--- src/rtl/wb_pkg.sv ---
// Shared types and constants for the write-back commit queue.
package wb_pkg;

  localparam int WB_DEPTH_DEFAULT = 8;
  localparam logic [4:0] REG_ZERO = 5'd0;

  typedef struct packed {
    logic [4:0]  waddr;
    logic [31:0] wdata;
  } wb_entry_t;

  localparam wb_entry_t WB_ENTRY_NULL = '0;

endpackage

--- src/rtl/wb_lane_select.sv ---
// One write-back lane: picks the lane result and decides whether it needs a
// register-file write at all.
module wb_lane_select
  import wb_pkg::*;
(
  input  logic        memtoreg,
  input  logic        regwrite,
  input  logic [31:0] readdata,
  input  logic [31:0] aluout,
  input  logic [4:0]  writereg,
  output logic        valid,
  output wb_entry_t   entry
);

  always_comb begin
    entry.waddr = writereg;
    entry.wdata = memtoreg ? readdata : aluout;
    // Writes to $0 are architecturally discarded, so they never occupy a slot.
    valid       = regwrite && (writereg != REG_ZERO);
  end

endmodule

--- src/rtl/wb_commit_queue.sv ---
// Dual-lane write-back commit queue draining into a single register-file write
// port. Optional pending-write bypass lookup enabled by WB_COMMIT_BYPASS_EN.
module wb_commit_queue
  import wb_pkg::*;
#(
  parameter int DEPTH = WB_DEPTH_DEFAULT
) (
  input  logic                     clk,
  input  logic                     rst_n,
  input  logic                     memtoregw,
  input  logic                     memtoregw2,
  input  logic                     regwritew,
  input  logic                     regwritew2,
  input  logic [31:0]              readdataw,
  input  logic [31:0]              readdataw2,
  input  logic [31:0]              aluoutw,
  input  logic [31:0]              aluoutw2,
  input  logic [4:0]               writeregw,
  input  logic [4:0]               writeregw2,
  output logic                     stallw,
  output logic                     rf_we,
  output logic [4:0]               rf_waddr,
  output logic [31:0]              rf_wdata,
  input  logic [4:0]               byp_addr,
  output logic                     byp_hit,
  output logic [31:0]              byp_data,
  output logic [$clog2(DEPTH):0]   count
);

  localparam int PTR_W = $clog2(DEPTH);
  localparam int CNT_W = PTR_W + 1;

  logic             lane1_valid, lane2_valid;
  wb_entry_t        lane1_entry, lane2_entry;
  logic             enq1, enq2, deq;

  wb_entry_t        mem_q [DEPTH];
  wb_entry_t        mem_d [DEPTH];
  logic [PTR_W-1:0] head_q, head_d;
  logic [PTR_W-1:0] tail_q, tail_d;
  logic [CNT_W-1:0] count_q, count_d;
  wb_entry_t        head_entry;

  wb_lane_select u_lane1 (
    .memtoreg (memtoregw),
    .regwrite (regwritew),
    .readdata (readdataw),
    .aluout   (aluoutw),
    .writereg (writeregw),
    .valid    (lane1_valid),
    .entry    (lane1_entry)
  );

  wb_lane_select u_lane2 (
    .memtoreg (memtoregw2),
    .regwrite (regwritew2),
    .readdata (readdataw2),
    .aluout   (aluoutw2),
    .writereg (writeregw2),
    .valid    (lane2_valid),
    .entry    (lane2_entry)
  );

  // Stall leaves headroom for a full dual-lane enqueue whenever it is low.
  assign stallw = (count_q > CNT_W'(DEPTH - 2));
  assign count  = count_q;

  always_comb begin
    // NOTE: every comb output gets a default first so no path can infer a latch.
    mem_d   = mem_q;
    tail_d  = tail_q;
    head_d  = head_q;
    enq2    = !stallw && lane2_valid;
    // Lane 2 is younger; if both hit the same register lane 1 is dead.
    enq1    = !stallw && lane1_valid &&
              !(lane2_valid && (lane1_entry.waddr == lane2_entry.waddr));
    deq     = (count_q != '0);

    // NOTE: blocking updates here let lane 2 land at the tail already bumped by lane 1.
    if (enq1) begin
      mem_d[tail_d] = lane1_entry;
      tail_d        = tail_d + PTR_W'(1);
    end
    if (enq2) begin
      mem_d[tail_d] = lane2_entry;
      tail_d        = tail_d + PTR_W'(1);
    end
    if (deq) begin
      head_d = head_q + PTR_W'(1);
    end

    count_d = count_q + CNT_W'(enq1) + CNT_W'(enq2) - CNT_W'(deq);
  end

  always_ff @(posedge clk or negedge rst_n) begin
    if (!rst_n) begin
      head_q  <= '0;
      tail_q  <= '0;
      count_q <= '0;
      // NOTE: entry storage is cleared too, so stale data can never reach the write port.
      for (int i = 0; i < DEPTH; i++) begin
        mem_q[i] <= WB_ENTRY_NULL;
      end
    end else begin
      head_q  <= head_d;
      tail_q  <= tail_d;
      count_q <= count_d;
      mem_q   <= mem_d;
    end
  end

  // The register file always accepts, so the head is presented every non-empty cycle.
  always_comb begin
    rf_we      = (count_q != '0);
    head_entry = rf_we ? mem_q[head_q] : WB_ENTRY_NULL;
    rf_waddr   = head_entry.waddr;
    rf_wdata   = head_entry.wdata;
  end

`ifdef WB_COMMIT_BYPASS_EN
  logic [PTR_W-1:0] byp_idx;

  // Walk oldest to youngest so the last match is the youngest pending write;
  // the head being written this cycle is still part of the walk.
  always_comb begin
    byp_hit  = 1'b0;
    byp_data = '0;
    byp_idx  = head_q;
    if (byp_addr != REG_ZERO) begin
      for (int i = 0; i < DEPTH; i++) begin
        byp_idx = head_q + PTR_W'(i);
        if ((CNT_W'(i) < count_q) && (mem_q[byp_idx].waddr == byp_addr)) begin
          byp_hit  = 1'b1;
          byp_data = mem_q[byp_idx].wdata;
        end
      end
    end
  end
`else
  logic byp_addr_unused;

  assign byp_addr_unused = ^byp_addr;
  assign byp_hit         = 1'b0;
  assign byp_data        = '0;
`endif

endmodule

--- config.mk ---
export PLATFORM = sky130hd
export DESIGN_NAME = wb_commit_queue
export DESIGN_NICKNAME = d
export VERILOG_FILES = /design/src/rtl/wb_pkg.sv /design/src/rtl/wb_lane_select.sv /design/src/rtl/wb_commit_queue.sv
export SDC_FILE = /design/constraint.sdc
export NUM_CORES = 1
export LEC_CHECK = 0
export BUFFER_PORTS_ARGS = -buffer_cell sky130_fd_sc_hd__buf_2
export CAP_MARGIN = 30
export CORE_ASPECT_RATIO = 0.75
export CORE_UTILIZATION = 35
export DETAILED_ROUTE_END_ITERATION = 12
export GPL_ROUTABILITY_DRIVEN = 0
export SYNTH_ARGS = -nofsm -noshare
export SYNTH_HDL_FRONTEND = slang
export SYNTH_HIERARCHICAL = 1
export SYNTH_SLANG_ARGS = --single-unit
--- constraint.sdc ---
create_clock -name clk -period 6.9 [get_ports clk]
set_input_delay 0.69 -clock clk [delete_from_list [all_inputs] [get_ports clk]]
set_output_delay 0.69 -clock clk [all_outputs]
set_load 0.01 [all_outputs]
======== After elaboration in Yosys (flattened, before gate mapping) ========
Index checks and enable logic that the tools add are counted.
cells by class
  equality and inequality tests ........... 1
  mux-type cells .......................... 16
  shift operators ......................... 0
  div/mod/pow operators ................... 0
  reduce and logical (&&, ||, !) cells .... 13
  $add $sub $neg .......................... 6
  multipliers ............................. 0
  bitwise logic cells ..................... 3
  magnitude comparators ................... 6
operators by type and width
  cell                 count
  $bwmux 296           2
  $mux 296             2
  $demux 37 s3         2
  $mux 37              5
  $bmux 37 s3          1
  $mux 32              2
  $ge 4x4->1 const B   3
  $not 3->4            3
  $reduce_bool 5->1    2
  $add 3x1->3 const B  3
  $add 4x1->4          2
  $logic_and 1x1->1    8
  $lt 4x1->1 const B   2
  $mux 3               2
  $eq 5x5->1           1
  $gt 4x3->1 const B   1
  $reduce_bool 4->1    1
  $sub 4x1->4          1
  $logic_not 1->1      2
word-level totals
  memories ................................ 0
  word-level logic and storage cells ...... 64
  bits in registers ....................... 306
  output and inout bits ................... 76
  bits of input ports ..................... 149
  latch bits .............................. 0
  bits in writable memories ............... 0
  memory bits (read-only) ................. 0

======== Depth between registers and ports, before layout ========
Gate-level depths: netlist of the first run.
  word-level depth ........................ 13
  depth in mapped cells ................... 13
  gate-level depth less buffers ........... 12

======== Modules after synthesis ========
The synthesis of the first run kept the hierarchy.
by module, submodules not included
  module           sequential area each (um^2)  area each (um^2)  instances  cells an instance
  wb_commit_queue  7657.3                       18416.4           1          1588
  wb_lane_select   0.0                          440.4             2          43

======== Worst setup path after synthesis of the first run ========
OpenSTA, ideal clock, no wires.
  path kind ............................... input to register
  from .................................... input writeregw2[0]
  to ...................................... register count_q[1], in the netlist count[1]
  path buffers ............................ 1
  library setup time ...................... 64 ps
  arrival ................................. 3328 ps
  cell stages on the path ................. 12
  data required time ...................... 6836 ps
  slack ................................... 3508 ps
  cell sequence ........................... or4_1 > o21a_1 > and2_0 > buf_2 > a21boi_4 > inv_2 > ha_1 > inv_1 > fa_1 > inv_1 > fa_1 > inv_1
between the ends
  longest elaborated chain between the ends .. 8
  elaborated cells on any way between the ends .. 10
  classes of those cells .................. add/sub: 3; eq/ne: 1; reduce/logical: 6
ends and longest elaborated chain
  item                   RTL line                text
  from (decl)            wb_commit_queue.sv:19   input logic [4:0] writeregw2,
  $reduce_bool 5->1 (*)  wb_lane_select.sv:19    valid = regwrite && (writereg != REG_ZERO);
  $logic_and 1x1->1 (*)  wb_lane_select.sv:19
  net lane2_valid        wb_commit_queue.sv:33   logic lane1_valid, lane2_valid;
  $logic_and 1x1->1      wb_commit_queue.sv:76   !(lane2_valid && (lane1_entry.waddr == lane2_entry.waddr));
  $logic_not 1->1        wb_commit_queue.sv:76
  $logic_and 1x1->1      wb_commit_queue.sv:75   enq1 = !stallw && lane1_valid &&
  $add 4x1->4            wb_commit_queue.sv:92   count_d = count_q + CNT_W'(enq1) + CNT_W'(enq2) - CNT_W'(deq);
  $add 4x1->4 (*)        wb_commit_queue.sv:92
  $sub 4x1->4 (*)        wb_commit_queue.sv:92
  net count_d[1]         wb_commit_queue.sv:41   logic [CNT_W-1:0] count_q, count_d;
  to (signal assigned)   wb_commit_queue.sv:107  count_q <= count_d;
  to (decl)              wb_commit_queue.sv:41
Mark *: on every way through the listed nets, which the timed path passes. The rest lies on a longest branch.
A chain may end at the register's enable or synchronous reset.

==> impl_metrics.yaml, run 1 <==
status:
  status: "completed"
die:
  die_y_um: 205
  num_rows: 74
  initial_core_util: 0.354
  dieArea_um2: 56100
  core-area_um2: 54400
  io_pins: 225
  die_x_um: 273
run:
  cap_viol_max_count: 0
cts:
  clk_pin_slew_ns: 0.06
  cts_resized: 0
  cts_tree: "built"
  ctsHoldBuffers: 0
  cts_sinks: 306
  cts_root_buffer: "clkbuf_16"
  cts_setup_buffers: 0
  htreeDepth: 2
  clock_path_buffers: 3
  clock_latency_ns: 0.54
  numCtsBuffers: 34
hold_path:
  hp-class: "in2async"
critical_path:
  cp_data_arrival_time_ns: 4.80
  r2r_end: "mem_q[146]"
  crit_path_end_kind: "flop"
  worst_ep_required_time_ns: 7.31
  cp-endpoint: "mem_q[146]"
  startpoint: "writeregw2[0]"
  r2r_slack_ns: 2.94
  r2r_start: "count[3]"
  worstPathMaxFanout: 36
  crit_type: "in2reg"
  reg2reg_depth: 11
  critPathLaunchType: "input pin"
synth:
  synthesis.area_um2: 19300
  async_flop_share: 1.00
  ys_warn_count: 6
  syn_inst: 1674
  syn_area_per_cell_um2: 11.5
  ys_seq_area_frac: 0.397
  synthFlopType: "dfrtp_1"
  yosys_register_bits: 306
  synth_cell_type_count: 59
  synth_edf_count: 0
timing:
  timing.final.crit_share: 0.637
  skew_ns: 0.0239
  rsz0062_at_grt: "false"
  setup_viol: 0
  tightestPinTransition_ns: 1.05
  period_needed_ns: 4.39
  hold_violations: 0
  fmax_mhz: 228
  finalSetupTns_ns: 0
  slew-limit-headroom: 0.301
  holdWs_ns: 0.105
  worst_slack_ns: 2.51
  drv_slew: 0
placement:
  pre_cts_slack_ns: 2.02
  port_buffers: 186
  place_inst: 2466
  place_hpwl_um: 37100
global_route:
  grtUsageTotal: 0.220
  antenna_found_initial: 0
  grt_pass1_wl_um: 93200
  grt_overflow: 0
  grt_pass1_vias: 14702
  grt_start_max_net_pins: 174
cells_and_area:
  nNetsFinal: 1941
  drive_above_1_share: 0.388
  area_delta_synth_final_pct: 13.1
  final_cell_count_no_fill: 2525
  antenna_cells: 0
  n_fill_cell: 5205
power:
  p_leak_nw: 8.67
  power_density_nw_per_um2: 475
  ir_drop_mv: 0.224
detailed_routing:
  drtAntennaViolNets: 0
  drt-initial-drc-count: 1464
  dr_total_vias: 14595
  dr.pass1.iters: 9
  drc: 0
  via_per_inst: 5.78
  routed_wl_um: 62100
  wl_per_cell_um: 24.6
[cell type report]
class / instances / area (um^2) / share of cell area
multi-input combinational: 1202 / 10800 / 0.494
clock buffer: 51 / 985 / 0.0451
timing repair buffer: 225 / 1380 / 0.0632
inverter: 13 / 48.8 / 0.00224
tap: 722 / 903 / 0.0414
sequential: 306 / 7670 / 0.351
clock inverter: 6 / 52.6 / 0.00241
[metal layers]
layer,vias up,part of all wire,global-route usage
met2,673,0.46,0.345
met4,0,0.023,0.0577
met5,-,0,0
met3,115,0.077,0.0401
met1,7405,0.44,0.312
li1,6402,-,-
[cell usage after synthesis, types with 18 or more instances]
cell type	count	area, um^2
nand2_1	85	319
dfrtp_1	306	7660
nand2b_1	32	200
a31oi_1	37	231
mux4_2	74	1670
buf_1	18	67.6
mux2_2	323	3640
mux2i_1	164	1640
nor2_1	229	860
clkbuf_1	59	221
buf_4	67	503
buf_2	39	195
a221oi_1	113	990
[registers in the layout, indices dropped and copies added, names as in the netlist]
name / flops
mem_q: 296
count: 4
head_q: 3
tail_q: 3
[critical path: stages]
cell and delay [ns]:
buf_2 0.17, or4_1 0.54, o21a_1 0.26, and2_0 0.31, a21boi_4 0.43, inv_2 0.15, a22o_1 0.22, buf_4 0.32
a21oi_4 0.89, buf_4 0.44, mux2_1 0.35
[power breakdown]
part	switching, mW	total, mW	internal [mW]
Combinational	2.61	5.27	2.66
Sequential	0.626	3.35	2.72
Clock	0.767	1.76	0.990
[cells by family (layout without fill, tap and decap cells)]
group                      after synthesis  after routing  share of synthesized area
DFF                                    306            306                      0.397
muxes                                  568            568                      0.364
other                                    1             33                   0.000194
xor gates and xnor gates                15             15                    0.00681
and+or+nand+nor                        386            386                     0.0864
adders and majority gates               10             10                    0.00726
AOI/OAI and AO/OA                      190            190                     0.0843
buffers and inverters                  198            295                     0.0542
[cells in the final DEF (no fill, tap or decap), types with 6 or more instances in the layout]
| master | instances |
|---|---|
| nor3_1 | 6 |
| inv_1 | 11 |
| dfrtp_1 | 302 |
| mux4_2 | 74 |
| conb_1 | 33 |
| nand2_1 | 82 |
| buf_16 | 6 |
| clkbuf_1 | 10 |
| nand2b_1 | 32 |
| nor2b_1 | 8 |
| buf_2 | 185 |
| clkbuf_16 | 34 |
| xnor2_1 | 12 |
| mux2_2 | 323 |
| mux2_1 | 7 |
| clkbuf_8 | 7 |
| a222oi_1 | 13 |
| mux2i_1 | 164 |
| nor2_1 | 227 |
| a221oi_1 | 113 |
| buf_4 | 31 |
| ha_1 | 8 |
| a31oi_1 | 37 |
[worst min-delay path by stage]
stage	slack, ns	startpoint	cells after the start	to
after floorplan	0.39	rst_n	0	count[0]
after global placement	0.53	mem_q[181]	2	mem_q[181]
after detailed placement	0.53	mem_q[171]	2	mem_q[171]
after CTS	0.11	rst_n	1	mem_q[117]
after global routing	0.14	rst_n	1	mem_q[117]
final	0.11	rst_n	1	mem_q[117]
[stage by stage]
step,power [mW],area (um^2),util
floorplan,7.04,19400,-
global placement,8.43,20600,0.378
detailed placement,8.63,20700,0.381
CTS,10.4,21800,0.400
global route,11.0,21800,0.401
finish,10.4,21800,0.401
(Power assumes the default switching activity.)
==> run 2, diff against run 1 <==
- ABC_AREA: unset -> 1
- clock period: 6.9 -> 3.93 ns (I/O delays scaled with it)
==> run 2 against run 1 <==
Combinational power rose by 140%; final cell count rose by 82%; sequential cell count is the same; worst hold slack improved by 0.090 ns; non-clock buffer count rose by 46; largest cell class unchanged.
==> impl_metrics.yaml, run 2 <==
status:
  status: "completed"
cells_and_area:
  area_delta_synth_final_pct: 9.39
  final_cell_area_um2: 25400
  largest_reg_flops: 296
  largest-register: "mem_q"
  drive_above_1_share: 0.114
  final_util: 0.389
  nNetsFinal: 3863
  final_cell_count_no_fill: 4600
  final_common_cell: "nand2_1"
  final_cell_mix: "nand2_1, o21ai_0, nand3_1, dfrtp_1, nor2_1"
  n_fill_cell: 7103
die:
  die_y_um: 225
  initial_core_util: 0.355
  die_x_um: 300
  core-area_um2: 65500
  io_pins: 225
  num_rows: 81
  dieArea_um2: 67500
placement:
  place_inst: 4537
  place_area_um2: 24300
  place_hpwl_um: 50000
  pre_cts_slack_ns: 0.674
  port_buffers: 186
timing:
  holdWs_ns: 0.195
  setup_viol: 0
  hold_violations: 0
  rsz0062_at_grt: "false"
  worst_slack_ns: 0.564
  tightestPinTransition_ns: 1.03
  timing.final.crit_share: 0.856
  period_needed_ns: 3.37
  finalSetupTns_ns: 0
  skew_ns: 0.0172
  fmax_mhz: 297
  slew-limit-headroom: 0.311
  drv_slew: 0
global_route:
  grt_start_max_net_pins: 187
  grt_pass1_vias: 22016
  grt_overflow: 0
  grt_pass1_wl_um: 134000
  grtUsageTotal: 0.258
  antenna_found_initial: 0
cts:
  numCtsBuffers: 35
  cts_resized: 0
  cts_sinks: 306
  clock_path_buffers: 3
  ctsHoldBuffers: 1
  htreeDepth: 2
  clk_pin_slew_ns: 0.06
  cts_root_buffer: "clkbuf_16"
  cts_tree: "built"
  clock_latency_ns: 0.57
  cts_setup_buffers: 0
power:
  switching_share: 0.527
  combPwrFrac: 0.590
  p_leak_nw: 13.2
  ir_drop_mv: 0.937
  power_density_nw_per_um2: 837
  clkPwrFrac: 0.156
  p_int_mw: 10.1
  p_total_mw: 21.3
  seqPwrFrac: 0.254
  power_switching_mw: 11.2
synth:
  ys_seq_area_frac: 0.329
  synth_commonest_cells: "nand2_1, o21ai_0, nand3_1"
  synth_top_family_by_area: "simple AND/OR/NAND/NOR gates"
  synthFlopType: "dfrtp_1"
  syn_inst: 3750
  yosysTopAreaCellShare: 0.329
  synthXorXnorAreaFrac: 0.00226
  ys_warn_count: 6
  synth.most_common_cell: "nand2_1"
  synth_edf_count: 0
  async_flop_share: 1.00
  synth_cell_type_count: 31
  synth_top_area_cell: "dfrtp_1"
  synthMuxAreaShare: 0
  synth_compound_area_frac: 0.186
  syn_area_per_cell_um2: 6.20
  yosys_register_bits: 306
  synthesis.area_um2: 23300
  ys_top_cells_by_area: "dfrtp_1, nand2_1, o21ai_0"
  synth-adder-area-share: 0.00603
  synthSimpleGateAreaFrac: 0.361
critical_path:
  r2r_slack_ns: 0.83
  r2r_end: "mem_q[247]"
  reg2reg_depth: 13
  critPathLaunchType: "flop"
  crit_type: "reg2out"
  worstPathMaxFanout: 48
  crit_path_end_kind: "output port"
  cp_data_arrival_time_ns: 2.97
  worst_ep_required_time_ns: 3.54
  r2r_start: "count[3]"
detailed_routing:
  via_per_inst: 5.28
  routed_wl_um: 88600
  drt-initial-drc-count: 2596
  dr.pass1.iters: 6
  wl_per_cell_um: 19.3
  drc: 0
  drtAntennaViolNets: 0
  dr_total_vias: 24298
hold_path:
  worstHoldStart: "writeregw2[2]"
  hold_path_end: "mem_q[182]"
  hp-class: "in2reg"
  whs_path_depth: 3
run:
  cap_viol_max_count: 0
-- run 2: changes by cell type after synthesis, sizes merged, moves of 34 or more --
cell / change
inv: +154
clkbuf: +143
mux2: -330
a221oi: -113
mux2i: -164
o21ai: +729
mux4: -74
nand3: +380
buf: +58
a21oi: +34
nand2: +1393
-- run 2: cell families (layout without fill, tap and decap cells) --
logic type / count (synthesis) / after routing
xor gates and xnor gates: 6 / 6
AOI/OAI and AO/OA: 809 / 809
adders and majority gates: 10 / 10
buffers and inverters: 552 / 498
and+or+nand+nor: 2066 / 2066
DFF: 306 / 306
other: 1 / 34
-- run 2: final cells by class --
class                   count  area [um^2]  area share
diodes                      1         2.50   0.0000984
clock buffers              57         1080      0.0425
clock inverters             4         20.0    0.000787
inverters                 166          624      0.0245
multi-input cells        2924        13100       0.516
flip-flops and latches    306         7660       0.301
well taps                 871         1090      0.0428
repair buffers            271         1840      0.0722
-- run 2: routing by layer --
metal / wire length, um / GRT usage
met1: 39100 / 0.365
met3: 8200 / 0.0398
met4: 2450 / 0.0793
met5: 0 / 0
met2: 38900 / 0.403
-- run 2: worst max-delay path by stage --
stage | startpoint | to | slack, ns | cells after the start
finish | head_q[0] | rf_wdata[12] | 0.56 | 7
global route | head_q[0] | rf_wdata[12] | 0.43 | 7
CTS | head_q[0] | rf_wdata[12] | 0.60 | 7
detailed placement | writeregw2[3] | mem_q[172] | 0.67 | 15
global placement | writeregw2[3] | mem_q[173] | 0.70 | 15
floorplan | count[3] | count[1] | 0.95 | 17
-- run 2: critical path: stages (launching register included) --
cell	delay (ns)
dfrtp_4	0.72
clkinv_2	0.16
buf_4	0.44
nor2_1	0.07
o21ai_0	0.24
o21ai_0	0.15
a31oi_1	0.38
buf_2	0.21
-- run 2: power by group through the flow --
stage	combinational [mW]	sequential [mW]	clock, mW
5_1_grt	13.9	5.56	3.51
3_5_place_dp	12.4	5.43	0
4_1_cts	12.4	5.38	3.39
3_3_place_gp	12.2	5.41	0
2_1_floorplan	8.72	5.08	0
6_report	12.6	5.40	3.33
==> run 3, diff against run 2 <==
- CORE_ASPECT_RATIO: 0.75 -> unset
==> run 3 against run 2 <==
Global-route usage down 0.46 points; critical path type unchanged; clock skew up 0.0058 ns; wire length down 1.5%; setup slack worse by 0.22 ns; fmax down 6.1%; first-iteration DRC count down 7.9%; sequential power about the same.
==> impl_metrics.yaml, run 3 (same netlist as run 2, synthesis figures left out) <==
power:
  p_int_mw: 10.5
  ir_drop_mv: 0.733
  power_switching_mw: 11.2
  seqPwrFrac: 0.248
  switching_share: 0.517
  combPwrFrac: 0.574
  power_density_nw_per_um2: 846
  clkPwrFrac: 0.178
  p_leak_nw: 13.3
cells_and_area:
  largest-register: "mem_q"
  multi_input_area_um2: 13100
  nNetsFinal: 3862
  regArea_um2: 7660
  n_fill_cell: 7033
  final_common_cell: "nand2_1"
  drive_above_1_share: 0.116
  largest_reg_flops: 296
  final_cell_mix: "nand2_1, o21ai_0, nand3_1, dfrtp_1, nor2_1"
  area_delta_synth_final_pct: 10.3
timing:
  hold_violations: 0
  tightestPinTransition_ns: 1.19
  drv_slew: 0
  timing.final.crit_share: 0.912
  rsz0062_at_grt: "false"
  holdWs_ns: 0.178
  slew-limit-headroom: 0.205
  period_needed_ns: 3.58
  setup_viol: 0
  fmax_mhz: 279
  finalSetupTns_ns: 0
  skew_ns: 0.0230
die:
  die_y_um: 260
  initial_core_util: 0.354
  io_pins: 225
  core-area_um2: 65700
  dieArea_um2: 67500
  num_rows: 94
  die_x_um: 260
cts:
  cts_root_buffer: "clkbuf_16"
  cts_resized: 0
  ctsHoldBuffers: 1
  cts_setup_buffers: 0
  clk_pin_slew_ns: 0.06
  htreeDepth: 2
  clock_path_buffers: 3
  cts_sinks: 306
  clock_latency_ns: 0.58
  numCtsBuffers: 41
  cts_tree: "built"
detailed_routing:
  via_per_inst: 5.33
  drt-initial-drc-count: 2390
  routed_wl_um: 87200
  wl_per_cell_um: 19.0
  dr.pass1.iters: 6
  drtAntennaViolNets: 0
  dr_total_vias: 24530
  drc: 0
critical_path:
  path_delay_family: "buffers and inverters"
  worst_ep_required_time_ns: 3.54
  startpoint: "head_q[0]"
  crit_chain: "inv_4 > buf_4 > nor2_1 > o21ai_0 > o21ai_0 > a31oi_1 > buf_2"
  critPathLaunchType: "flop"
  cpMostUsedCell: "o21ai_0"
  cp_data_arrival_time_ns: 3.19
  critPathBufInv: 3
  r2r_start: "count[2]"
  crit_type: "reg2out"
  worstPathMaxFanout: 51
  crit_path_top_delay_cell: "dfrtp_4"
  cp_slowest_stage_delay_ns: 0.74
  crit_path_end_kind: "output port"
run:
  cap_viol_max_count: 0
global_route:
  antenna_found_initial: 1
  grt_start_max_net_pins: 223
  grt_overflow: 0
  grt_pass1_wl_um: 134000
  grt_pass1_vias: 22396
  grtUsageTotal: 0.253
placement:
  port_buffers: 186
  place_hpwl_um: 49300
hold_path:
  hp-class: "in2reg"
  worstHoldStart: "writeregw2[2]"
status:
  status: "completed"
run 3: cell count changes in the layout (fill, tap and decap cells not counted):
| cell | change |
|---|---|
| o21ai_0 | +2 |
| inv_6 | +2 |
| clkbuf_8 | -2 |
| clkbuf_16 | +4 |
| buf_4 | -9 |
| inv_4 | +1 |
| o21ai_1 | -2 |
| clkinv_2 | +4 |
| bufinv_16 | +4 |
| buf_12 | +2 |
| clkinvlp_4 | +1 |
run 3: final timing paths:
kind / endpoint / slack, ns / depth (start not counted)
worst min-delay path: mem_q[256] / 0.18 / 3
worst max-delay path: rf_wdata[23] / 0.35 / 7
worst max register to register: count[1] / 0.87 / 9
max in group asynchronous: mem_q[132] / 2.50 / 3
worst min register to register: mem_q[133] / 0.57 / 4
min in group asynchronous: mem_q[5] / 0.47 / 2
run 3: through the flow:
stage               cells  area, um^2   util  setup WS [ns]  total power [mW]
global route         4599       25600  0.390          0.290              23.4
detailed placement   4522       24300  0.369          0.887              17.7
finish               4600       25600  0.390          0.347              21.7
CTS                  4598       25600  0.390          0.387              21.6
global placement     4521       24300  0.369          0.925              17.5
floorplan            3782       23400      -          0.954              13.8
run 3: cell type report:
type / count / area share
timing repair buffer: 264 / 0.0705
sequential: 306 / 0.299
tap: 864 / 0.0422
multi-input combinational: 2924 / 0.512
inverter: 166 / 0.0244
antenna: 1 / 0.0000976
clock buffer: 59 / 0.0450
clock inverter: 16 / 0.00742
run 3: per-layer routing:
layer	vias to the layer above	routed length, um	track usage
met3	169	6300	0.0293
met4	0	2770	0.0905
met1	11379	37400	0.341
li1	11949	-	-
met2	1033	40800	0.417
met5	-	0	0
run 3: power by group through the flow:
| stage | clock [mW] | combinational [mW] | sequential (mW) |
|---|---|---|---|
| after floorplan | 0 | 8.72 | 5.08 |
| after global placement | 0 | 12.1 | 5.39 |
| after detailed placement | 0 | 12.3 | 5.41 |
| after CTS | 3.91 | 12.3 | 5.36 |
| after global routing | 4.03 | 13.9 | 5.54 |
| final | 3.87 | 12.5 | 5.38 |
run 3: worst min-delay path: cells and delay by family:
kind                   cells  cell delay, ns
buffers and inverters      1            0.19
and+or+nand+nor            2            0.13
